## src/rtl/mem_bist.sv

```systemverilog
// mem_bist: clear / address / LFSR march self-test for a single-port memory.
// Define MEM_BIST_RAND_EN to compile in the third (LFSR pattern) phase.
module mem_bist #(
  parameter int          ADDR_WIDTH = 5,
  parameter int          DATA_WIDTH = 8,
  parameter logic [15:0] LFSR_SEED  = 16'hACE1
) (
  input  logic                  clk,
  input  logic                  rst,
  input  logic                  start,
  output logic                  busy,
  output logic                  done,
  output logic                  pass,
  output logic [1:0]            fail_phase,
  output logic [ADDR_WIDTH-1:0] fail_addr,
  output logic [DATA_WIDTH-1:0] fail_data,
  output logic [DATA_WIDTH-1:0] fail_exp,
  output logic                  mem_read,
  output logic                  mem_write,
  output logic [ADDR_WIDTH-1:0] mem_addr,
  output logic [DATA_WIDTH-1:0] mem_wdata,
  input  logic [DATA_WIDTH-1:0] mem_rdata
);

  localparam logic [ADDR_WIDTH-1:0] LAST_ADDR = '1;

`ifdef MEM_BIST_RAND_EN
  localparam logic [1:0]  LAST_PHASE = 2'd2;
  localparam logic [15:0] SEED =
    (LFSR_SEED == 16'h0) ? 16'hACE1 : LFSR_SEED;
`else
  localparam logic [1:0]  LAST_PHASE = 2'd1;
`endif

  typedef enum logic [2:0] {
    S_IDLE,
    S_WRITE,
    S_READ,
    S_DRAIN,
    S_DONE
  } state_t;

  state_t                r_state;
  state_t                w_state_nxt;
  logic [ADDR_WIDTH-1:0] r_addr;
  logic [ADDR_WIDTH-1:0] r_addr_q;
  logic [1:0]            r_phase;
  logic                  r_cmp_vld;
  logic [DATA_WIDTH-1:0] r_exp_q;
  logic                  r_pass;
  logic [1:0]            r_fail_phase;
  logic [ADDR_WIDTH-1:0] r_fail_addr;
  logic [DATA_WIDTH-1:0] r_fail_data;
  logic [DATA_WIDTH-1:0] r_fail_exp;

  logic                  w_start_run;
  logic                  w_next_phase;
  logic                  w_set_pass;
  logic                  w_miscmp;
  logic                  w_last_addr;
  logic                  w_step;
  logic [DATA_WIDTH-1:0] w_addr_pat;
  logic [DATA_WIDTH-1:0] w_pat;

  assign w_last_addr = (r_addr == LAST_ADDR);
  assign w_step      = (r_state == S_WRITE) || (r_state == S_READ);
  assign w_miscmp    = r_cmp_vld && (mem_rdata != r_exp_q);

  generate
    if (DATA_WIDTH >= ADDR_WIDTH) begin : g_addr_ext
      assign w_addr_pat = DATA_WIDTH'(r_addr);
    end else begin : g_addr_trunc
      assign w_addr_pat = r_addr[DATA_WIDTH-1:0];
    end
  endgenerate

`ifdef MEM_BIST_RAND_EN
  logic [15:0] r_lfsr;
  logic        w_lfsr_fb;

  // Fibonacci taps 16,14,13,11 in right-shift form.
  assign w_lfsr_fb = r_lfsr[0] ^ r_lfsr[2] ^ r_lfsr[3] ^ r_lfsr[5];

  // Reseed at each WRITE and READ entry so READ replays the written stream.
  always_ff @(posedge clk or posedge rst) begin
    if (rst) begin
      r_lfsr <= SEED;
    end else if (w_start_run || w_next_phase ||
                 ((r_state == S_WRITE) && w_last_addr)) begin
      r_lfsr <= SEED;
    end else if (w_step) begin
      r_lfsr <= {w_lfsr_fb, r_lfsr[15:1]};
    end
  end
`endif

  always_comb begin
    w_pat = '0;
    if (r_phase == 2'd1) begin
      w_pat = w_addr_pat;
    end
`ifdef MEM_BIST_RAND_EN
    else if (r_phase == 2'd2) begin
      w_pat = r_lfsr[DATA_WIDTH-1:0];
    end
`endif
  end

  always_ff @(posedge clk or posedge rst) begin
    if (rst) begin
      r_state <= S_IDLE;
    end else begin
      r_state <= w_state_nxt;
    end
  end

  always_comb begin
    w_state_nxt  = r_state;
    w_start_run  = 1'b0;
    w_next_phase = 1'b0;
    w_set_pass   = 1'b0;
    unique case (r_state)
      S_IDLE, S_DONE: begin
        if (start) begin
          w_state_nxt = S_WRITE;
          w_start_run = 1'b1;
        end
      end
      S_WRITE: begin
        if (w_last_addr) begin
          w_state_nxt = S_READ;
        end
      end
      S_READ: begin
        if (w_miscmp) begin
          w_state_nxt = S_DONE;
        end else if (w_last_addr) begin
          w_state_nxt = S_DRAIN;
        end
      end
      S_DRAIN: begin
        if (w_miscmp) begin
          w_state_nxt = S_DONE;
        end else if (r_phase == LAST_PHASE) begin
          w_state_nxt = S_DONE;
          w_set_pass  = 1'b1;
        end else begin
          w_state_nxt  = S_WRITE;
          w_next_phase = 1'b1;
        end
      end
      default: begin
        w_state_nxt = S_IDLE;
      end
    endcase
  end

  always_ff @(posedge clk or posedge rst) begin
    if (rst) begin
      r_addr       <= '0;
      r_addr_q     <= '0;
      r_phase      <= '0;
      r_cmp_vld    <= 1'b0;
      r_exp_q      <= '0;
      r_pass       <= 1'b0;
      r_fail_phase <= '0;
      r_fail_addr  <= '0;
      r_fail_data  <= '0;
      r_fail_exp   <= '0;
    end else begin
      r_cmp_vld <= (r_state == S_READ) && (w_state_nxt != S_DONE);
      r_exp_q   <= w_pat;
      r_addr_q  <= r_addr;

      if (w_start_run) begin
        r_addr <= '0;
      end else if (w_step) begin
        r_addr <= r_addr + 1'b1;
      end

      if (w_start_run) begin
        r_phase <= '0;
      end else if (w_next_phase) begin
        r_phase <= r_phase + 2'd1;
      end

      if (w_start_run) begin
        r_pass <= 1'b0;
      end else if (w_set_pass) begin
        r_pass <= 1'b1;
      end

      if (w_start_run) begin
        r_fail_phase <= '0;
        r_fail_addr  <= '0;
        r_fail_data  <= '0;
        r_fail_exp   <= '0;
      end else if (w_miscmp) begin
        r_fail_phase <= r_phase;
        r_fail_addr  <= r_addr_q;
        r_fail_data  <= mem_rdata;
        r_fail_exp   <= r_exp_q;
      end
    end
  end

  assign busy       = (r_state == S_WRITE) ||
                      (r_state == S_READ)  ||
                      (r_state == S_DRAIN);
  assign done       = (r_state == S_DONE);
  assign pass       = r_pass;
  assign fail_phase = r_fail_phase;
  assign fail_addr  = r_fail_addr;
  assign fail_data  = r_fail_data;
  assign fail_exp   = r_fail_exp;
  assign mem_write  = (r_state == S_WRITE);
  assign mem_read   = (r_state == S_READ);
  assign mem_addr   = w_step ? r_addr : '0;
  assign mem_wdata  = mem_write ? w_pat : '0;

endmodule

```

## config.mk

```make
export PLATFORM = sky130hd
export DESIGN_NAME = mem_bist
export DESIGN_NICKNAME = d
export VERILOG_FILES = /design/src/rtl/mem_bist.sv
export SDC_FILE = /design/constraint.sdc
export NUM_CORES = 1
export LEC_CHECK = 0
export CAP_MARGIN = 40
export CORE_AREA = 2 2 80 97
export DETAILED_ROUTE_END_ITERATION = 10
export DIE_AREA = 0 0 82 99
export GPL_TIMING_DRIVEN = 0
export PLACE_DENSITY = 0.55
export SLEW_MARGIN = 20
export SYNTH_ARGS = -nofsm -noshare
export SYNTH_HDL_FRONTEND = slang
export SYNTH_SLANG_ARGS = --single-unit
```

## constraint.sdc

```tcl
create_clock -name clk -period 1.9 [get_ports clk]
set_input_delay 0.38 -clock clk [delete_from_list [all_inputs] [get_ports clk]]
set_output_delay 0.38 -clock clk [all_outputs]
set_load 0.01 [all_outputs]
```

==> flow_summary.yaml <==
pwr:
  clkPwrFrac_pct: 16.0
  seq_power_share_pct: 35.3
  power_mw: 3.691
  irDropWorstVdd_v: 0.0005277
  power.leakage_nw: 1.508
  power_frac_comb_pct: 48.7
  p_int_mw: 2.373
  power_density_mw_per_mm2: 1078
  p_sw_share_pct: 35.71
  power_switching_mw: 1.318
die:
  start_util_pct: 34.33
  rows: 34
  io_pins: 52
  die_y_um: 99
  core-area_mm2: 0.007147
  dieArea_mm2: 0.008118
  die_w_um: 82
logic_synthesis:
  synth_area_leaders: "dfrtp_1 43%, o32a_1 6.5%, o211ai_1 4.9%"
  netlist.area_leader.share_pct: 42.84
  yosysSeqAreaShare_pct: 42.84
  yosysMostFrequentCell: "dfrtp_1"
  synth_seq_cells: 42
  synth_top_cell_by_area: "dfrtp_1"
  synth-edff-count: 0
  synth_warnings: 0
  synth_top_cells_by_count: "42 x dfrtp_1, 25 x inv_1, 20 x nand3_1, 18 x nand4_1"
  synthCells: 248
  syn-cell-area_mm2: 0.002454
  yosys.cell_types.count: 45
  async_flop_share_pct: 100.0
  ys_dominant_reg_cell: "dfrtp_1"
  avgSynthCellArea_um2: 9.894
final_layout:
  post-route-util_pct: 47.90
  multi_input_area_mm2: 0.001211
  final-instance-count-excl-fill: 420
  ff_latch_area_mm2: 0.001055
  drive_gt1_share_pct: 27.58
  final_nets: 343
  nFillCells: 707
  syn2layout_area_growth_pct: 39.52
  antennaDiodeCount: 0
timing:
  slew_violations: 0
  rsz0062_at_grt: "yes"
  finalSetupViolCount: 6
  fin_ws_ns: -0.05875
  hold_viol: 0
  fmax_mhz: 510.5
  fin_skew_ns: 0.01105
  layout_min_cycle_time_ns: 1.959
  worst_pin_slew_ns: 0.5661
  hold_ws_ns: 0.4236
  fin_crit_sh_pct: 103.1
  maxSlewHeadroom_pct: 62.26
critical_path:
  cp_data_required_time_ns: 1.52
  worst_ep_arrival_time_ns: 1.58
  cp_max_fo: 4
  rrSetupSlack_ns: 0.06
  criticalPathCategory: "register to output port"
  worstSetupEndpointType: "output port"
  cp-start-kind: "register"
drt:
  met3_length_um: 299
  avgViaCountPerCell: 5.310
  first_pass_iters: 4
  top_layer: "met4"
  wirelength_um: 6738
  post_drt_wl_per_cell_um: 16.04
  via_count: 2230
  ant_nets: 0
  wl_met1_um: 2936
  first_iter_violations: 146
  wl_met2_um: 3361
  drc: 0
global_routing:
  grt_pass1_vias: 2198
  antenna_found_initial: 0
  grt_overflow_total: 0
  grt_max_degree: 23
  grt_pass1_wl_um: 10920
  grt_usage_pct: 17.28
clock_network:
  cts-root-buf: "clkbuf_8"
  clk_pin_slew_ns: 0.09
  clock_path_buffers: 2
  tritoncts: "built"
  numCtsBuffers: 5
  clock_latency_ns: 0.30
  holdBufCountCts: 0
  cts.sinks: 42
  htree_levels: 2
placed_design:
  gp_congestion: 0.8931
  placedCellCount: 389
  place_ws_ns: -0.4436
  port_buffers: 45
  post-dp-hpwl_um: 4558
job:
  maxCapViolCount: 0
run_status:
  violations: "negative setup slack"
  outcome: "complete, but fails checks"
min_path:
  min_path_type: "input pin to async pin"
[layout by cell type (no fill, tap or decap), types with 5 or more instances in the layout]
cell / Yosys / layout
a21oi_1: 5 / 5
and2_1: 11 / 9
buf_2: 8 / 7
buf_4: 10 / 32
buf_6: 4 / 13
clkbuf_8: 0 / 5
clkdlybuf4s50_1: 0 / 31
conb_1: 1 / 6
dfrtp_1: 42 / 39
inv_1: 25 / 23
nand3_1: 20 / 20
nand4_1: 18 / 18
nor2_1: 8 / 7
o211ai_1: 16 / 16
o32a_1: 16 / 16
[repair_timing]
item / CTS / global route
pin swaps: 2 / 5
setup buffers: 11 / 14
endpoints found under the setup margin: 15 / 13
gates resized for setup: 35 / 37
[worst paths after layout]
path,start,endpoint,cells past startpoint
worst max-delay path,r_state[0],mem_addr[4],7
worst min-delay path,rst,fail_exp[4],2
worst max register to register,r_state[0],fail_addr[1],8
worst min register to register,r_addr[4],r_addr_q[4],0
max in group asynchronous,rst,r_state[2],3
min in group clk,r_addr[4],r_addr_q[4],0
[critical path, cell delays in order, from the launching register on]
cell	delay (ns)
dfrtp_1	0.38
buf_6	0.13
buf_4	0.15
xnor2_4	0.17
nor2_4	0.06
buf_4	0.14
and2_4	0.15
buf_6	0.11
[stage by stage]
stage / cell area [um^2] / TNS, ns
floorplan: 2472 / 0
global placement: 3035 / -23.95
detailed placement: 3063 / -6.574
CTS: 3266 / -0.8826
global route: 3423 / -0.6481
finish: 3423 / -0.2561
[final cells by class]
cell class,count,share of cell area (%)
plain buffers,27,5.482
clock buffers,5,2.010
clock inverters,3,0.6213
inverters,25,2.814
multi-input cells,157,35.38
flip-flops and latches,42,30.81
well taps,90,3.289
repair buffers,71,19.59
[state kept, by name, summed over array words and instances, names as in the netlist]
signal,cells
r_addr,5
r_state,3
fail_addr,5
r_addr_q,5
fail_exp,5
r_exp_q,5
r_cmp_vld,1
r_phase,2
fail_phase,2
fail_data,8
pass,1
[cells by family after synthesis]
family / share of synthesized area, %
compound gates: 18.10
xor+xnor: 3.162
fa+ha+maj: 1.530
buf+inv: 11.42
flops: 42.84
mux: 1.632
other cells: 0.1528
simple gates: 21.16
[power groups by stage]
stage / clock network (mW) / registers, mW / logic [mW]
6_report: 0.591 / 1.30 / 1.80
3_3_place_gp: 0 / 1.32 / 1.37
3_5_place_dp: 0 / 1.33 / 1.38
4_1_cts: 0.613 / 1.32 / 1.50
5_1_grt: 0.648 / 1.33 / 1.95
2_1_floorplan: 0 / 1.31 / 0.794
[metal layers]
metal	vias up	global-route usage, %
met1	1083	22.72
li1	1062	-
met5	-	0
met3	14	3.022
met4	0	7.051
met2	71	27.77
(Power assumes the default switching activity.)
